<file path="config.mk">
export PLATFORM = sky130hd
export DESIGN_NAME = function_dispatcher
export DESIGN_NICKNAME = d
export VERILOG_FILES = /design/src/rtl/dispatch_pkg.sv /design/src/rtl/dispatch_timer.sv /design/src/rtl/function_dispatcher.sv
export SDC_FILE = /design/constraint.sdc
export NUM_CORES = 1
export LEC_CHECK = 0
export BUFFER_PORTS_ARGS = -buffer_cell sky130_fd_sc_hd__buf_2
export CAP_MARGIN = 20
export CORE_MARGIN = 5
export CORE_UTILIZATION = 50
export CTS_CLUSTER_DIAMETER = 40
export DETAILED_ROUTE_END_ITERATION = 10
export PLACE_DENSITY = 0.78
export SETUP_SLACK_MARGIN = 0.3
export SLEW_MARGIN = 10
export SYNTH_ARGS = -nofsm -noshare
export SYNTH_HDL_FRONTEND = slang
export SYNTH_SLANG_ARGS = --single-unit
</file>
<file path="constraint.sdc">
create_clock -name clk -period 4.5 [get_ports clk]
set_input_delay 0.45 -clock clk [delete_from_list [all_inputs] [get_ports clk]]
set_output_delay 0.45 -clock clk [all_outputs]
set_load 0.02 [all_outputs]
</file>
<file path="src/rtl/dispatch_pkg.sv">
// Shared types and constants for the coffee-machine function-select path.
package dispatch_pkg;

    localparam int unsigned NUM_FUNCS = 16;
    localparam int unsigned SEL_WIDTH = 4;

    typedef enum logic [1:0] {
        IDLE  = 2'd0,
        START = 2'd1,
        WAIT  = 2'd2,
        HOLD  = 2'd3
    } dispatch_state_t;

endpackage

</file>
<file path="src/rtl/dispatch_timer.sv">
// Saturating WAIT-state timer; expired flags the last permitted WAIT cycle.
module dispatch_timer #(
    parameter int unsigned TIMEOUT_CYCLES = 255
) (
    input  logic clk,
    input  logic rst,
    input  logic clear,
    input  logic enable,
    output logic expired
);

    localparam int unsigned CW = $clog2(TIMEOUT_CYCLES + 1);
    localparam logic [CW-1:0] LIMIT = CW'(TIMEOUT_CYCLES - 1);
    localparam logic [CW-1:0] MAXV  = CW'(TIMEOUT_CYCLES);

    logic [CW-1:0] count;

    // Count WAIT cycles, holding at the maximum instead of wrapping
    always_ff @(posedge clk or posedge rst) begin
        if (rst) begin
            count <= '0;
        end else if (clear) begin
            count <= '0;
        end else if (enable && (count != MAXV)) begin
            count <= count + 1'b1;
        end
    end

    assign expired = (count >= LIMIT);

endmodule

</file>
<file path="src/rtl/function_dispatcher.sv">
// Issues a one-cycle start to the requested function unit, waits for its done
// (or a timeout) and presents the result-mux selection until acknowledged.
module function_dispatcher #(
    parameter int unsigned NUM_FUNCS      = dispatch_pkg::NUM_FUNCS,
    parameter int unsigned SEL_WIDTH      = dispatch_pkg::SEL_WIDTH,
    parameter int unsigned TIMEOUT_CYCLES = 255
) (
    input  logic                 clk,
    input  logic                 rst,
    input  logic                 req_valid,
    input  logic [SEL_WIDTH-1:0] req_sel,
    output logic                 req_ready,
    output logic [NUM_FUNCS-1:0] start,
    input  logic [NUM_FUNCS-1:0] done,
    output logic [SEL_WIDTH-1:0] selection,
    output logic                 result_valid,
    input  logic                 result_ack,
    output logic                 timeout_err
);

    import dispatch_pkg::*;

    dispatch_state_t state, state_nxt;

    logic                 req_ready_nxt;
    logic [NUM_FUNCS-1:0] start_nxt;
    logic [SEL_WIDTH-1:0] selection_nxt;
    logic                 result_valid_nxt;
    logic                 timeout_err_nxt;

    logic expired;
    logic done_sel;

    assign done_sel = done[selection];

    dispatch_timer #(
        .TIMEOUT_CYCLES (TIMEOUT_CYCLES)
    ) u_timer (
        .clk     (clk),
        .rst     (rst),
        .clear   (state != WAIT),
        .enable  (state == WAIT),
        .expired (expired)
    );

    // State and registered outputs
    always_ff @(posedge clk or posedge rst) begin
        if (rst) begin
            state        <= IDLE;
            req_ready    <= 1'b1;
            start        <= '0;
            selection    <= '0;
            result_valid <= 1'b0;
            timeout_err  <= 1'b0;
        end else begin
            state        <= state_nxt;
            req_ready    <= req_ready_nxt;
            start        <= start_nxt;
            selection    <= selection_nxt;
            result_valid <= result_valid_nxt;
            timeout_err  <= timeout_err_nxt;
        end
    end

    // Next-state: accept, pulse, wait for done/timeout, hold until ack
    always_comb begin
        state_nxt = state;
        case (state)
            IDLE:    if (req_valid) state_nxt = START;
            START:   state_nxt = WAIT;
            WAIT:    if (done_sel || expired) state_nxt = HOLD;
            HOLD:    if (result_ack) state_nxt = IDLE;
            default: state_nxt = IDLE;
        endcase
    end

    // Next values of the registered outputs; done takes priority over timeout
    always_comb begin
        start_nxt        = '0;
        selection_nxt    = selection;
        result_valid_nxt = result_valid;
        timeout_err_nxt  = timeout_err;
        req_ready_nxt    = (state_nxt == IDLE);
        case (state)
            IDLE: begin
                if (req_valid) begin
                    selection_nxt      = req_sel;
                    start_nxt[req_sel] = 1'b1;
                end
            end
            START: ;
            WAIT: begin
                if (done_sel) begin
                    result_valid_nxt = 1'b1;
                    timeout_err_nxt  = 1'b0;
                end else if (expired) begin
                    result_valid_nxt = 1'b1;
                    timeout_err_nxt  = 1'b1;
                end
            end
            HOLD: begin
                if (result_ack) begin
                    result_valid_nxt = 1'b0;
                    timeout_err_nxt  = 1'b0;
                end
            end
            default: begin
                result_valid_nxt = 1'b0;
                timeout_err_nxt  = 1'b0;
            end
        endcase
    end

endmodule
</file>
# Word level (Yosys, flattened, before mapping)
# Cells that the tools add are included.
# W data, S select, Z words.
# classes
addsub	1
n_lt_le_gt_ge	4
n_eq_ne	7
n_mux	18
n_reduce_logical	9
# ops
op	count
$mux W16	2
$mux W8	2
$lt A4 B5 Y1 const B	2
$add A8 B1 Y8 const B	1
$ge A8 B8 Y1 const B	1
$ne A8 B8 Y1 const B	1
$pmux W2 S4	1
$mux W1	6
$mux W2	3
$bmux W1 S4	1
$demux W1 S4	1
$eq A2 B2 Y1 const B	2
$ge A4 B1 Y1 const B	1
$logic_not A2 Y1	2
$ne A2 B2 Y1 const B	2
$pmux W1 S2	2
$reduce_bool A2 Y1	2
$ne A3 B3 Y1 const B	1
$reduce_and A3 Y1	1
$eq A2 B1 Y1 const B	1
$logic_and A1 B1 Y1	2
$reduce_and A2 Y1	1
$logic_or A1 B1 Y1	1
# word_totals
ff_bits	33
in_bits	24
output_inout_bits	23
wordCells	46

# Depth between registers and ports, before layout
# Gate-level depths: netlist of run 1.
# depth
word_depth	6
depth_mapped	6
mapped_depth_nobuf	5

# By module
# A second synthesis of run 1 with hierarchy kept.
# unflattened
cells_unflattened	148
area_unflattened_um2	1579.0
# by_module_without_submodules
mod	instances	cells_each	area_per_inst_um2	seq_area_each_um2
function_dispatcher	1	100	1094.8	626.9
dispatch_timer	1	48	484.2	200.2

# Worst setup path before layout of run 1
# No wires, ideal clock.
# synth_timing
path_kind	reg-to-reg
start	reg selection[0]
end	reg state[0]
setup_ns	0.144
arrival_time_ns	1.514
required_time_ns	4.356
slack_ns	2.842
stages_incl_launch_ff	6
n_path_buf	1
period_less_slack_ns	1.658
path_cell_list	dfrtp_1 > buf_6 > mux4_1 > mux2i_1 > mux2_4 > a41oi_1
# synth_between
elab_chain_len	5
# synth_lines
item	line	source
start: declaration	function_dispatcher.sv:15	output logic [SEL_WIDTH-1:0] selection,
start signal: assignment	function_dispatcher.sv:59	selection <= selection_nxt;
$bmux W1 S4	function_dispatcher.sv:34	assign done_sel = done[selection];
$mux W1 (not written as such)	function_dispatcher.sv:34	
$logic_or A1 B1 Y1	function_dispatcher.sv:71	WAIT: if (done_sel || expired) state_nxt = HOLD;
$mux W2	function_dispatcher.sv:71	
$pmux W2 S4	function_dispatcher.sv:68	case (state)
net state_nxt[0]	function_dispatcher.sv:23	dispatch_state_t state, state_nxt;
end signal: assignment	function_dispatcher.sv:56	state <= state_nxt;
end: declaration	function_dispatcher.sv:23	
# The timed path passes the listed nets, and every way through them passes these cells. The select of a mux whose other input is x is not followed.
# A chain may end at the register's enable or synchronous reset.

# Final worst setup path of run 1
# Ends and elaborated chain as after synthesis.

==> results of run 1 <==
-- state kept, by name (all words and copies together) (netlist names) --
| signal | cells |
|---|---|
| state | 2 |
| start | 16 |
| selection | 4 |
| result_valid | 1 |
| u_timer.count | 8 |
| timeout_err | 1 |
| req_ready | 1 |
-- cells in the mapped netlist, types with 2 or more instances --
cell,instances
clkbuf_1,3
nand2b_1,2
a21oi_1,4
mux2i_1,2
nor3_1,7
xnor2_1,2
dfrtp_1,32
ha_1,2
nand2_1,20
nand3_1,3
nor2_1,23
a31oi_1,3
buf_6,3
a211oi_1,4
and3_1,2
inv_1,6
mux4_1,4
-- metal layers --
metal | up-vias | wire length [um] | global-route usage
met3 | 6 | 205 | 0.0501
met4 | 0 | 37 | 0.0475
met5 | - | 0 | 0
met2 | 50 | 1680 | 0.299
met1 | 569 | 1340 | 0.207
li1 | 571 | - | -
-- worst min-delay path: cells and delay by family --
family	cells	cell delay [ns]
buffers and inverters	3	0.49
-- through the flow --
step | util | cell area, um^2
after floorplan | - | 1490
after global placement | 0.615 | 1720
after detailed placement | 0.615 | 1720
after CTS | 0.634 | 1780
after global routing | 0.634 | 1780
final | 0.634 | 1780
-- logic make-up (layout without fill, tap and decap cells) --
logic type,Yosys count,count (layout),synth area share
AOI/OAI and AO/OA,19,19,0.0880
xor gates and xnor gates,2,2,0.0117
adders and majority gates,2,2,0.0168
buffers and inverters,12,61,0.0453
DFF,33,33,0.554
muxes,7,7,0.0939
and+or+nand+nor,62,62,0.190
-- area by class of cell --
cell class,count,area share
Timing Repair Buffer,47,0.134
Clock inverter,3,0.00985
Tap cell,31,0.0218
Multi-Input combinational cell,92,0.336
Clock buffer,5,0.0211
Sequential cell,33,0.465
Inverter,6,0.0127
-- power groups by stage --
stage               registers [mW]  logic (mW)  clock network, mW
finish                       0.399       0.255              0.163
floorplan                    0.417       0.183                  0
CTS                          0.398       0.258              0.164
global route                 0.408       0.280              0.182
detailed placement           0.403       0.258                  0
global placement             0.399       0.244                  0
-- worst paths after layout --
| check | to | startpoint | cells past startpoint | slack (ns) |
|---|---|---|---|---|
| worst max-delay path | state[0] | selection[0] | 4 | 2.83 |
| worst min-delay path | selection[1] | rst | 3 | 0.18 |
| worst max register to register | state[0] | selection[0] | 4 | 2.83 |
| worst min register to register | req_ready | state[0] | 1 | 0.51 |
| max in group asynchronous | req_ready | rst | 3 | 4.00 |
| min in group clk | req_ready | req_valid | 2 | 0.27 |
==> results_dict.tcl, run 1 <==
set metrics [dict create \
    p_leak_nw 0.938 \
    grt_util_all_layers 0.171 \
    dr.pass1.iters 4 \
    syn_area_mm2 0.00149 \
    cts_resized 0 \
    synth_top_area_share 0.536 \
    antenna_found_initial 0 \
    ys_async_sr_fraction 1.00 \
    cp_cell_sequence "mux4_1 > mux2i_1 > mux2_4 > a41oi_1" \
    holdWs_ns 0.183 \
    synthesis.nets 163 \
    final_cells 217 \
    ys_seq_area_frac 0.554 \
    synthFlopType "dfrtp_1" \
    rows 19 \
    vias 1196 \
    switching_power_mw 0.303 \
    rsz0062_at_grt "no" \
    regArea_um2 827 \
    slew_headroom 0.728 \
    grt.overflow.total 0 \
    ys_types 32 \
    status "finished, final reports clean" \
    cts_tree "built" \
    placedCellCount 209 \
    p_per_area_mw_per_mm2 459 \
    place_ws_ns 2.82 \
    power_frac_seq 0.488 \
    worst_pin_slew_ns 0.408 \
    drt-total-wl_mm 3.26 \
    grt_pass1_wl_mm 5.46 \
    fillers 223 \
    routabilityCongestion 0.788 \
    fin_nets 211 \
    synthTopCellsByArea "dfrtp_1, mux4_1, nor2_1" \
    die_x_um 64.6 \
    vias_per_cell 5.51 \
    final_common_cell "buf_2" \
    ys_warn_count 0 \
    slowest_delay_ns 0.59 \
    cp_top_family "multiplexers" \
    hold_viol 0 \
    cp_slowest_cell "mux4_1" \
    clk_path_buf_depth 2 \
    swShare 0.370 \
    clk_pin_slew_ns 0.11 \
    cts_sinks 33 \
    die_area_mm2 0.00418 \
    wire_per_inst_um 15.0 \
    syn_to_final_growth_pct 19.2 \
    dpl.hpwl_mm 2.54 \
    htreeDepth 2 \
    drc_errors 0 \
    p_comb_frac 0.312 \
    first_iter_violations 40 \
    finalClockSkew_ns 0.0117 \
    fin_crit_sh 0.372 \
    drive_above_1_share 0.328 \
    arrival_ns 1.87 \
    fin_setup_tns_ns 0 \
    p_int_mw 0.514 \
    yosysTopAreaCell "dfrtp_1" \
    clock_power_share 0.199 \
    layout_common_cells "buf_2, dfrtp_1, nor2_1" \
    initial_core_util 0.532 \
    ios 47 \
    startpoint_type "flip-flop" \
    multiInputGateArea_um2 598 \
    final_max_slew_viol_count 0 \
    clock.fmax_ghz 0.598 \
    ant_nets 0 \
    setup_viol 0 \
    hold_class "input pin to async pin" \
    period_needed_ns 1.67 \
    worst-path-buf-inv 0 \
    root_buffer "clkbuf_4" \
    synth_seq_cells 33 \
    grt_pass1_vias 1217 \
    worst-path-max-fanout 6 \
    cts_made_buffers 5 \
    critical_path_required_ns 4.69 \
    avgSynthCellArea_um2 10.9 \
    worst_slack_ns 2.83 \
    die_h_um 64.6 \
    critical_path_class "flip-flop to flip-flop" \
    post_cts_buffers 0 \
    hold_buffers 0 \
    crit_path_end_kind "flip-flop" \
    clk_latency_ns 0.33 \
    synth_edf_count 0 \
    total_power_mw 0.817 \
    core_mm2 0.00281 \
    grt_max_degree 34 \
    cap_violations 0 \
    diodes 0 \
    netlist_instances 137 \
    vdd_ir_drop_max_uv 268 \
    port_buffers 46 \
]
Note: power is estimated with default switching activity, not from simulation.
==> inputs of run 2 (changes only) <==
Clock period 4.5 ns to 1.6 ns, I/O delays scaled along.
==> results_dict.tcl, run 2 (synthesis results as in run 1) <==
set metrics [dict create \
    status "finished, final reports clean" \
    core_mm2 0.00281 \
    die_area_mm2 0.00418 \
    period_needed_ns 1.55 \
    clk_path_buf_depth 2 \
    htreeDepth 2 \
    startpoint_type "flip-flop" \
    arrival_ns 1.76 \
    antenna_found_initial 0 \
    crit_path_end_kind "flip-flop" \
    slew_headroom 0.733 \
    drc_errors 0 \
    port_buffers 46 \
    syn_to_final_growth_pct 36.9 \
    multiInputGateArea_um2 702 \
    critical_path_required_ns 1.81 \
    largest_reg_flops 16 \
    drive_above_1_share 0.500 \
    reg_top3 "start: 16 flops, u_timer.count: 8 flops, selection: 4 flops" \
    hold_viol 0 \
    dr_wl_met3_um 235 \
    die_h_um 64.6 \
    final_max_slew_viol_count 0 \
    ios 47 \
    grt_pass1_vias 1225 \
    final_util 0.728 \
    root_buffer "clkbuf_4" \
    vias 1250 \
    first_iter_violations 78 \
    drt-met1-wl_mm 1.46 \
    dpl.hpwl_mm 2.43 \
    met2_length_mm 1.93 \
    p_leak_nw 1.04 \
    grt_pass1_wl_mm 5.73 \
    hold_class "input pin to flip-flop" \
    initial_core_util 0.532 \
    fin_crit_sh 0.970 \
    clock.fmax_ghz 0.644 \
    cts_made_buffers 5 \
    fillers 185 \
    grt_max_degree 34 \
    diodes 0 \
    worst-path-max-fanout 6 \
    final_common_cell "buf_2" \
    ant_nets 0 \
    regArea_um2 828 \
    drt-total-wl_mm 3.69 \
    cts_sinks 33 \
    p_per_area_mw_per_mm2 1360 \
    vdd_ir_drop_max_uv 845 \
    clk_pin_slew_ns 0.10 \
    wire_per_inst_um 16.0 \
    layout_common_cells "buf_2, dfrtp_1, nand2_1" \
    dr.max_layer_used "met4" \
    grt.overflow.total 0 \
    clk_latency_ns 0.33 \
    die_x_um 64.6 \
    grt_util_all_layers 0.179 \
    critical_path_class "flip-flop to flip-flop" \
    dr.pass1.iters 4 \
    finalClockSkew_ns 0.0137 \
    vias_per_cell 5.41 \
    fin_setup_tns_ns 0 \
    cap_violations 0 \
    setup_viol 0 \
    worst_pin_slew_ns 0.400 \
    fin_nets 225 \
    rows 19 \
    routabilityCongestion 0.833 \
    top_register "start" \
    rsz0062_at_grt "yes" \
    cts_tree "built" \
]
==> run 2: changes by cell type in the layout (fill, tap and decap cells not counted), moves of 3 or more <==
cell	delta
nor2_1	-8
buf_4	+7
buf_6	+5
nor2_2	+5
mux4_1	-4
mux4_2	+4
nand2_1	-3
nor2_4	+3
nor3_1	-3
nor3_2	+3
==> run 2: cell type report <==
class,count,area share
flip-flops and latches,33,0.405
multi-input cells,92,0.344
repair buffers,61,0.179
clock buffers,7,0.0269
well taps,31,0.0190
clock inverters,1,0.0147
inverters,6,0.0110
==> run 2: worst paths after layout <==
check                      cells after the start  slack [ns]                to              from
max                                            4        0.05       timeout_err      selection[0]
min reg2reg                                    1        0.52  u_timer.count[7]  u_timer.count[7]
min                                            2        0.11          start[1]        req_sel[3]
max reg2reg                                    4        0.05       timeout_err      selection[0]
max in group asynchronous                      4        0.84      selection[0]               rst
min in group asynchronous                      4        0.44      result_valid               rst
==> run 2: worst max-delay path, stage by stage (launching register included) <==
cell and delay [ns]:
dfrtp_2 0.47, mux4_2 0.35, mux2i_1 0.07, mux2_4 0.29, a32o_2 0.27
==> run 2: timing repair <==
action                     in CTS  in global routing
hold endpoints to repair       33                  0
buffers inserted                8                  3
setup endpoints to repair      13                 19
pin swaps                       3                 15
hold buffers                    2                  0
gates resized for setup        15                 21
==> run 2: where the power goes <==
| part | internal [mW] | switching (mW) |
|---|---|---|
| Combinational | 0.500 | 0.534 |
| Clock | 0.373 | 0.273 |
| Sequential | 0.965 | 0.140 |
| Total | 1.84 | 0.947 |
==> run 2: metal layers <==
metal / global-route usage / up-vias
met2: 0.314 / 44
li1: - / 596
met4: 0.0475 / 0
met1: 0.214 / 603
met5: 0 / -
met3: 0.0570 / 7
==> run 2: through the flow <==
stage               hold slack (ns)  instance area (um^2)  worst slack (ns)  instances  power [mW]
floorplan                     0.212                  1490          -0.00189        137        1.70
global placement              0.258                  1730            0.0807        210        1.84
detailed placement            0.258                  1730           -0.0130        210        1.88
CTS                          0.0821                  1940            0.0431        228        2.65
global route                 0.0904                  2040           -0.0377        231        2.95
finish                        0.105                  2040            0.0478        231        2.78
==> inputs of run 3 (changes only) <==
Settings changed: CTS_BUF_LIST from default to sky130_fd_sc_hd__clkbuf_2 sky130_fd_sc_hd__clkbuf_4 sky130_fd_sc_hd__clkbuf_8, HOLD_SLACK_MARGIN from default to 0.15.
==> results_dict.tcl, run 3 (synthesis results as in run 1) <==
set metrics [dict create \
    worst-path-max-fanout 6 \
    period_needed_ns 1.57 \
    die_h_um 64.6 \
    final_max_slew_viol_count 0 \
    fin_setup_tns_ns 0 \
    final_common_cell "buf_2" \
    vias_per_cell 5.43 \
    arrival_ns 1.75 \
    finalClockSkew_ns 0.0134 \
    clk_pin_slew_ns 0.11 \
    port_buffers 46 \
    critical_path_class "flip-flop to flip-flop" \
    fin_crit_sh 0.982 \
    setup_viol 0 \
    startpoint_type "flip-flop" \
    rsz0062_at_grt "yes" \
    antenna_found_initial 0 \
    clock.fmax_ghz 0.637 \
    status "finished, final reports clean" \
    drc_errors 0 \
    rows 19 \
    critical_path_required_ns 1.78 \
    grt_util_all_layers 0.187 \
    grt_pass1_wl_mm 5.98 \
    hold_viol 0 \
    clk_path_buf_depth 2 \
    cts_made_buffers 5 \
    routabilityCongestion 0.833 \
    cts_sinks 33 \
    grt.overflow.total 0 \
    final_util 0.737 \
    vias 1281 \
    slew_headroom 0.730 \
    hold_class "input pin to flip-flop" \
    clk_latency_ns 0.33 \
    core_mm2 0.00281 \
    ios 47 \
    reg_top3 "start: 16 flops, u_timer.count: 8 flops, selection: 4 flops" \
    layout_common_cells "buf_2, dfrtp_1, nand2_1, nor2_1, buf_4" \
    first_iter_violations 75 \
    die_x_um 64.6 \
    dr.pass1.iters 4 \
    root_buffer "clkbuf_4" \
    cap_violations 0 \
    worst_pin_slew_ns 0.404 \
    holdWs_ns 0.372 \
    p_leak_nw 1.06 \
    p_per_area_mw_per_mm2 1360 \
    die_area_mm2 0.00418 \
    ant_nets 0 \
    total_power_mw 2.82 \
    vdd_ir_drop_max_uv 900 \
    drive_above_1_share 0.468 \
    initial_core_util 0.532 \
    drt-total-wl_mm 3.85 \
    grt_pass1_vias 1268 \
    diodes 0 \
    htreeDepth 2 \
    largest_reg_flops 16 \
    wire_per_inst_um 16.3 \
    dpl.hpwl_mm 2.43 \
    cts_tree "built" \
    fin_nets 230 \
    crit_path_end_kind "flip-flop" \
    grt_max_degree 34 \
    syn_to_final_growth_pct 38.5 \
    top_register "start" \
]
-- run 3: timing repair --
| item | in CTS | in global routing |
|---|---|---|
| hold buffers | 7 | 0 |
| pin swaps | 3 | 17 |
| setup buffers | 8 | 3 |
| endpoints found under the hold margin | 41 | 0 |
| gates resized for setup | 15 | 13 |
| setup endpoints to repair | 13 | 18 |
-- run 3: worst paths after layout --
kind / slack (ns) / to / startpoint / depth (start not counted)
max: 0.03 / result_valid / selection[0] / 4
min: 0.37 / selection[2] / req_valid / 4
max reg2reg: 0.03 / result_valid / selection[0] / 4
min reg2reg: 0.52 / u_timer.count[7] / u_timer.count[7] / 1
max in group asynchronous: 0.84 / selection[0] / rst / 4
min in group asynchronous: 0.43 / result_valid / rst / 4
-- run 3: area by class of cell --
| type | instances | area (um^2) |
|---|---|---|
| fill | 187 | 738 |
| inverter | 6 | 22.5 |
| multi-input combinational | 92 | 672 |
| timing repair buffer | 66 | 417 |
| clock buffer | 7 | 58.8 |
| tap | 31 | 38.8 |
| clock inverter | 1 | 30.0 |
| sequential | 33 | 828 |
-- run 3: where the power goes --
group,leakage (nW),internal (mW),total [mW],switching (mW)
Combinational,0.568,0.506,1.05,0.544
Clock,0.0489,0.390,0.665,0.274
Sequential,0.442,0.965,1.10,0.136
-- run 3: per-stage QoR --
step                cells  worst slack (ns)  cell area, um^2
floorplan             137          -0.00189             1490
global placement      210            0.0807             1730
detailed placement    210           -0.0130             1730
CTS                   233            0.0408             1990
global route          236           -0.0691             2070
finish                236            0.0296             2070
-- run 3: routing by layer --
| layer | global-route usage | share of wire | routed length [um] |
|---|---|---|---|
| met1 | 0.222 | 0.39 | 1520 |
| met3 | 0.0570 | 0.074 | 287 |
| met5 | 0 | 0 | 0 |
| met2 | 0.332 | 0.52 | 2010 |
| met4 | 0.0475 | 0.0093 | 36 |
-- run 3: critical path: stages, from the launching register on --
cell and delay (ns):
dfrtp_2 0.46, mux4_2 0.51, mux2i_1 0.15, mux2_4 0.19, a31oi_1 0.12
